--- src/rtl/bcd_scan_ctrl.sv ---
// Multiplexed 7-segment display controller: time-slices one BCD decoder across
// NUM_DIGITS digits with frame-aligned word updates, leading-zero blanking and error flagging.
module bcd_scan_ctrl #(
    parameter int NUM_DIGITS = 4,
    parameter int PRESCALE   = 4,
    parameter bit LZ_BLANK   = 1'b1
) (
    input  logic                      clk,
    input  logic                      rst_syn,
    input  logic                      load_syn,
    input  logic [4*NUM_DIGITS-1:0]   din,
    input  logic                      enable,
    output logic [3:0]                bcd_out,
    output logic [NUM_DIGITS-1:0]     digit_en_n,
    output logic                      blank,
    output logic                      frame_done,
    output logic                      err
);

    localparam int IDX_W = (NUM_DIGITS > 1) ? $clog2(NUM_DIGITS) : 1;
    localparam int PC_W  = $clog2(PRESCALE);
    localparam logic [IDX_W-1:0] IDX_LAST = IDX_W'(NUM_DIGITS - 1);
    localparam logic [PC_W-1:0]  PC_LAST  = PC_W'(PRESCALE - 1);

    typedef enum logic {IDLE, SCAN} state_t;

    state_t                    state, state_next;
    logic [4*NUM_DIGITS-1:0]   disp, disp_next;
    logic [4*NUM_DIGITS-1:0]   pending, pending_next;
    logic                      pend_v, pend_v_next;
    logic [PC_W-1:0]           pcnt, pcnt_next;
    logic [IDX_W-1:0]          idx, idx_next;
    logic                      slot_end, boundary;
    logic [3:0]                cur_digit;
    logic                      upper_zero;
    logic [3:0]                bcd_nxt;
    logic [NUM_DIGITS-1:0]     en_nxt;
    logic                      blank_nxt;
    logic                      err_nxt;

    always_ff @(posedge clk or negedge rst_syn) begin
        if (!rst_syn) state <= IDLE;
        else          state <= state_next;
    end

    always_comb begin
        state_next = state;
        case (state)
            IDLE:    if (enable)  state_next = SCAN;
            SCAN:    if (!enable) state_next = IDLE;
            default: state_next = IDLE;
        endcase
    end

    assign slot_end = (state == SCAN) && (pcnt == PC_LAST);
    assign boundary = slot_end && (idx == IDX_LAST) && (state_next == SCAN);

    // A load landing on the frame boundary (or on the exit edge) wins over the staged word.
    always_comb begin
        disp_next    = disp;
        pending_next = pending;
        pend_v_next  = pend_v;
        pcnt_next    = '0;
        idx_next     = '0;
        if (state == IDLE) begin
            if (load_syn) begin
                disp_next   = din;
                pend_v_next = 1'b0;
            end
        end else if (state_next == IDLE) begin
            if (load_syn)    disp_next = din;
            else if (pend_v) disp_next = pending;
            pend_v_next = 1'b0;
        end else begin
            pcnt_next = slot_end ? '0 : pcnt + PC_W'(1);
            if (slot_end) idx_next = (idx == IDX_LAST) ? '0 : idx + IDX_W'(1);
            else          idx_next = idx;
            if (boundary) begin
                if (load_syn)    disp_next = din;
                else if (pend_v) disp_next = pending;
                pend_v_next = 1'b0;
            end else if (load_syn) begin
                pending_next = din;
                pend_v_next  = 1'b1;
            end
        end
    end

    // Outputs are derived from the post-edge word and digit so they change with idx.
    always_comb begin
        cur_digit  = disp_next[4*idx_next +: 4];
        upper_zero = 1'b1;
        for (int j = 0; j < NUM_DIGITS; j++) begin
            if (j >= int'(idx_next) && disp_next[4*j +: 4] != 4'd0) upper_zero = 1'b0;
        end
        bcd_nxt   = 4'd0;
        en_nxt    = '1;
        blank_nxt = 1'b1;
        if (state_next == SCAN) begin
            if (cur_digit > 4'd9) begin
                bcd_nxt = cur_digit;
            end else if (!(LZ_BLANK && idx_next != '0 && upper_zero)) begin
                bcd_nxt          = cur_digit;
                en_nxt[idx_next] = 1'b0;
                blank_nxt        = 1'b0;
            end
        end
        err_nxt = 1'b0;
        for (int j = 0; j < NUM_DIGITS; j++) begin
            if (disp[4*j +: 4] > 4'd9) err_nxt = 1'b1;
        end
    end

    always_ff @(posedge clk or negedge rst_syn) begin
        if (!rst_syn) begin
            disp       <= '0;
            pending    <= '0;
            pend_v     <= 1'b0;
            pcnt       <= '0;
            idx        <= '0;
            bcd_out    <= 4'd0;
            digit_en_n <= '1;
            blank      <= 1'b1;
            frame_done <= 1'b0;
            err        <= 1'b0;
        end else begin
            disp       <= disp_next;
            pending    <= pending_next;
            pend_v     <= pend_v_next;
            pcnt       <= pcnt_next;
            idx        <= idx_next;
            bcd_out    <= bcd_nxt;
            digit_en_n <= en_nxt;
            blank      <= blank_nxt;
            frame_done <= boundary;
            err        <= err_nxt;
        end
    end

endmodule

--- config.mk ---
export PLATFORM = sky130hd
export DESIGN_NAME = bcd_scan_ctrl
export DESIGN_NICKNAME = d
export VERILOG_FILES = /design/src/rtl/bcd_scan_ctrl.sv
export SDC_FILE = /design/constraint.sdc
export NUM_CORES = 1
export LEC_CHECK = 0
export CAP_MARGIN = 20
export CORE_ASPECT_RATIO = 0.8
export CORE_MARGIN = 2
export CORE_UTILIZATION = 30
export CTS_BUF_LIST = sky130_fd_sc_hd__clkbuf_2
export DETAILED_ROUTE_END_ITERATION = 8
export DONT_BUFFER_PORTS = 1
export PLACE_DENSITY_LB_ADDON = 0.05
export SLEW_MARGIN = 20
export SYNTH_ARGS = -nofsm -noshare
export SYNTH_HDL_FRONTEND = slang
export SYNTH_SLANG_ARGS = --single-unit
--- constraint.sdc ---
create_clock -name clk -period 5.2 [get_ports clk]
set_input_delay 1.04 -clock clk [delete_from_list [all_inputs] [get_ports clk]]
set_output_delay 1.04 -clock clk [all_outputs]
set_load 0.1 [all_outputs]
* Word-level counts from Yosys, hierarchy flattened
Cells that the tools add are included.
** Word-level totals
- Flip-flop bits (word level) :: 49
- Input port bits :: 20
- Output and inout port bits :: 11
** Operators by class
- Add/sub/neg operators :: 2
- Magnitude comparators :: 10
- Equality and inequality tests :: 3
- Shift-type cells :: 1
- Multiplexer cells :: 38
- Bitwise gates (word level) :: 2
- Reduce and logical (&&, ||, !) cells :: 16
** Operators by type and width (number)
- $mux 16 :: 6
- $mux 4 :: 6
- $gt 4x4->1 const B :: 5
- $mux 1 :: 18
- $reduce_bool 4->1 :: 4
- $shiftx 16x5->4 :: 1
- $mux 2 :: 7
- $logic_and 1x1->1 :: 8
- $add 2x1->2 const B :: 2
- $eq 2x2->1 const B :: 2
- $ge 1x2->1 const A :: 2
- $not 4->4 :: 1
- $reduce_and 4->1 :: 1
- $reduce_bool 2->1 :: 2
- $lt 2x3->1 const B :: 1
- $ne 3x2->1 const B :: 1
- $demux 1 s2 :: 1
- $ge 2x1->1 const B :: 1
- $ge 2x2->1 const A :: 1
- $reduce_and 2->1 :: 1
- $not 1->1 :: 1

* Logic depth before layout (Yosys ltp)
- Depth after elaboration :: 17
- Gate-level depth with buffers :: 10

* Worst setup path after synthesis
OpenSTA, ideal clock, no wires.
- Path kind :: input port to flip-flop
- Start :: input port enable
- End :: register bcd_out[1]
- Library setup time :: 120 ps
- Arrival :: 2615 ps
- Setup slack :: 2466 ps
- Stages on the path :: 8
- Buffers on the path :: 1
- Cell sequence :: buf_6 -> a21boi_4 -> a21oi_4 -> o21ai_2 -> a22o_4 -> o41ai_4 -> nand3_2 -> and3_1
** Between the ends
- Elaborated cells between the ends (all ways) :: 28
** RTL lines
- from (decl) :: RTL line 12 : input logic enable,
- $mux 1 (*) :: RTL line 49, 50
- $logic_and 1x1->1 :: RTL line 56 : assign boundary = slot_end && (idx == IDX_LAST) && (state_next == SCAN);
- $mux 16 :: RTL line 78 : if (boundary) begin
- $mux 16 (*) :: RTL line 70 : end else if (state_next == IDLE) begin
- $mux 16 (*) :: RTL line 65 : if (state == IDLE) begin
- net disp_next[8] :: RTL line 28 : logic [4*NUM_DIGITS-1:0] disp, disp_next;
- parallel branches: the longest is 6 deep, another holds $gt 4x4->1
- $mux 4 (*) :: RTL line 100 : if (cur_digit > 4'd9) begin
- $mux 4 (*) :: RTL line 99 : if (state_next == SCAN) begin
- net bcd_nxt[1] :: RTL line 36 : logic [3:0] bcd_nxt;
- to (signal assigned) :: RTL line 132 : bcd_out <= bcd_nxt;
- to (decl) :: RTL line 13 : output logic [3:0] bcd_out,
Mark *: on every way through the listed nets, which the timed path passes.
A chain may end at the register's enable or synchronous reset.

* Final worst setup path
- Start :: register pcnt[0]
- End :: register digit_en_n[0]
** Between the ends
- Longest elaborated chain between the ends :: 17
- Elaborated cells between the ends (all ways) :: 37
** RTL lines
- from (decl) :: RTL line 31 : logic [PC_W-1:0] pcnt, pcnt_next;
- from (signal assigned) :: RTL line 130 : pcnt <= pcnt_next;
- $eq 2x2->1 (*) :: RTL line 55 : assign slot_end = (state == SCAN) && (pcnt == PC_LAST);
- $logic_and 1x1->1 (*) :: RTL line 55
- parallel branches: the longest is 13 deep, another holds $gt 4x4->1
- $mux 4 (*) :: RTL line 100
- $mux 4 (*) :: RTL line 99
- net en_nxt[0] :: RTL line 37 : logic [NUM_DIGITS-1:0] en_nxt;
- to (signal assigned) :: RTL line 133 : digit_en_n <= en_nxt;
- to (decl) :: RTL line 14 : output logic [NUM_DIGITS-1:0] digit_en_n,
Marks and branches as above.

==> impl_metrics.env <==
export IMPL_status="completed"
export IMPL_post_cts_buffers=0
export IMPL_hold_buffers=0
export IMPL_port_buffer_count=0
export IMPL_vias_per_cell=5.25
export IMPL_syn_area_mm2=0.00246
export IMPL_switching_share=0.317
export IMPL_yosys_top_cells_count="44 x dfrtp_1, 19 x nand3_1, 18 x mux2_2, 16 x nand2_1, 12 x mux2i_1"
export IMPL_yosys_register_bits=49
export IMPL_drt_iter0_drc=81
export IMPL_cts_sinks=49
export IMPL_p_clk_frac=0.252
export IMPL_vias=1634
export IMPL_root_buffer="clkbuf_2"
export IMPL_cpMaxStageDelayCell="o21bai_1"
export IMPL_die_w_um=105
export IMPL_min_path_type="primary input to asynchronous set/reset pin"
export IMPL_crit_fanout=11
export IMPL_place_ws_ps=2120
export IMPL_gp_congestion=0.758
export IMPL_drc=0
export IMPL_synth_fp_nets=229
export IMPL_gr_usage_met2=0.210
export IMPL_critPathArrivalTime_ps=3220
export IMPL_antenna_cells=0
export IMPL_setup_tns_final_ps=0
export IMPL_peakVddDrop_mv=0.111
export IMPL_layout_drive_gt1_share=0.251
export IMPL_grt_max_degree=50
export IMPL_post_route_min_period_ps=2850
export IMPL_grt_pass1_vias=1653
export IMPL_place_inst=303
export IMPL_clk_pin_slew_ps=280
export IMPL_power_density_mw_per_mm2=328
export IMPL_tightest_slew_ps=924
export IMPL_antenna_found_initial=0
export IMPL_cts_resized=0
export IMPL_power_leakage_nw=1.06
export IMPL_cp_buffers_inverters=0
export IMPL_layout_cells_non_filler=311
export IMPL_setup_ws_ps=2350
export IMPL_area_growth_pct=4.99
export IMPL_fin_crit_sh=0.548
export IMPL_coreArea_mm2=0.00795
export IMPL_grt_setup_unrepaired="false"
export IMPL_slowest_delay_ps=670
export IMPL_grt_pass1_wl_um=9480
export IMPL_grtUsageMet3=0.0369
export IMPL_numCtsBuffers=5
export IMPL_synth_warnings=0
export IMPL_nets=224
export IMPL_cp_cell_sequence="ha_1 -> nor3b_1 -> o21bai_1 -> nor2_1 -> a22o_1 -> a311o_1 -> o2bb2ai_2 -> nand3_1"
export IMPL_crit_family="compound AO/OA/AOI/OAI gates"
export IMPL_seq_area_frac_synth=0.502
export IMPL_grt_overflow=0
export IMPL_first_pass_iters=4
export IMPL_initial_core_util=0.309
export IMPL_tritoncts="done"
export IMPL_holdWs_ps=238
export IMPL_synthFlopType="dfrtp_1"
export IMPL_synth_top_cell_area_share=0.448
export IMPL_slew_headroom=0.384
export IMPL_cap_violations=0
export IMPL_r2r_cells=8
export IMPL_synth_most_common_cell="dfrtp_1"
export IMPL_pwr_share_comb=0.148
export IMPL_async_reset_ff_frac=1.00
export IMPL_netlist_instances=207
export IMPL_cts_buffer_depth=2
export IMPL_ff2ff_setup_slack_ps=2350
export IMPL_cp_start_kind="flip-flop"
export IMPL_dieArea_mm2=0.00893
export IMPL_wl_um=5900
export IMPL_switching_power_mw=0.268
export IMPL_use_met1=0.197
export IMPL_boundaryPins=31
export IMPL_p_total_mw=0.847
export IMPL_slew_viol_final=0
export IMPL_setup_viol=0
export IMPL_pwr_share_seq=0.600
export IMPL_wl_per_cell_um=19.0
export IMPL_hpwl_um=4240
export IMPL_p_int_mw=0.578
export IMPL_drtAntennaViolNets=0
export IMPL_hold_violations=0
export IMPL_cp_end_kind="flip-flop"
export IMPL_track_usage=0.138
export IMPL_timing_fmax_mhz=351
export IMPL_synth_edf_count=0
export IMPL_rr_startpoint="pcnt[0]"
export IMPL_fin_skew_ps=25.1
export IMPL_path_class="flip-flop to flip-flop"
export IMPL_synth_avg_cell_area_um2=11.9
export IMPL_rows=29
export IMPL_busiest_layer="met2"
export IMPL_ys_types=53
export IMPL_crit_required_ps=5570
export IMPL_r2r_end="digit_en_n[0]"
export IMPL_htree_num_levels=2
export IMPL_die_height_um=84.9
export IMPL_synth_area_top_cells="dfrtp_1 45%, mux2_2 8.3%, dfstp_2 5.3%"
export IMPL_insertion_delay_ps=430
export IMPL_synth_top_area_cell="dfrtp_1"
## power by group through the flow
| stage | clock (mW) | combinational (mW) | sequential (mW) |
|---|---|---|---|
| floorplan | 0 | 0.114 | 0.498 |
| global placement | 0 | 0.125 | 0.515 |
| detailed placement | 0 | 0.126 | 0.515 |
| CTS | 0.224 | 0.127 | 0.508 |
| global route | 0.236 | 0.137 | 0.515 |
| finish | 0.213 | 0.125 | 0.508 |
## flip-flops by register name, indices dropped and copies added, names as in the netlist
signal / flops
idx: 2
bcd_out: 4
pend_v: 1
pending: 16
blank: 1
state: 1
digit_en_n: 4
disp: 16
err: 1
pcnt: 2
frame_done: 1
## worst max path at each step
stage / to / depth (start not counted) / start
CTS: digit_en_n[0] / 8 / pcnt[0]
detailed placement: bcd_out[1] / 7 / enable
finish: digit_en_n[0] / 8 / pcnt[0]
floorplan: bcd_out[1] / 8 / enable
global route: bcd_out[3] / 8 / pcnt[0]
global placement: bcd_out[1] / 7 / enable
## layout make-up
class / instances / area (um^2)
Clock buffer: 6 / 30.0
Clock inverter: 2 / 38.8
Fill cell: 795 / 5370
Inverter: 10 / 37.5
Multi-Input combinational cell: 136 / 1100
Sequential cell: 49 / 1230
Tap cell: 108 / 135
## routing by layer
layer  routed length, um  vias up  share of wire
met5                   0        -              0
met4                  40        0         0.0068
met3                 283        5          0.048
met2                2640       42           0.45
met1                2940      829           0.50
li1                    -      758              -
## cell usage in the layout (no fill, tap or decap), types with 6 or more instances in the layout
master    instances
dfrtp_1          44
nand3_1          19
mux2_2           18
nand2_1          16
mux2i_1          12
nor2_1            9
inv_1             9
clkbuf_2          6
## logic make-up after synthesis
group	share of synthesized area
AND/OR/NAND/NOR	0.130
multiplexers	0.141
AO/OA/AOI/OAI	0.169
flip-flops	0.502
buffers and inverters	0.0484
adder cells (fa/ha/maj)	0.0102
## through the flow
stage,utilization,cell area [um^2]
after floorplan,-,2460
after global placement,0.316,2510
after detailed placement,0.316,2510
after CTS,0.325,2580
after global routing,0.325,2580
final,0.325,2580
## worst register-to-register path, stage by stage, from the launching register on
cell	delay, ps
dfrtp_1	440
ha_1	330
nor3b_1	200
o21bai_1	670
nor2_1	250
a22o_1	280
a311o_1	330
o2bb2ai_2	210
nand3_1	120
Power figures use the tool's default switching activity.
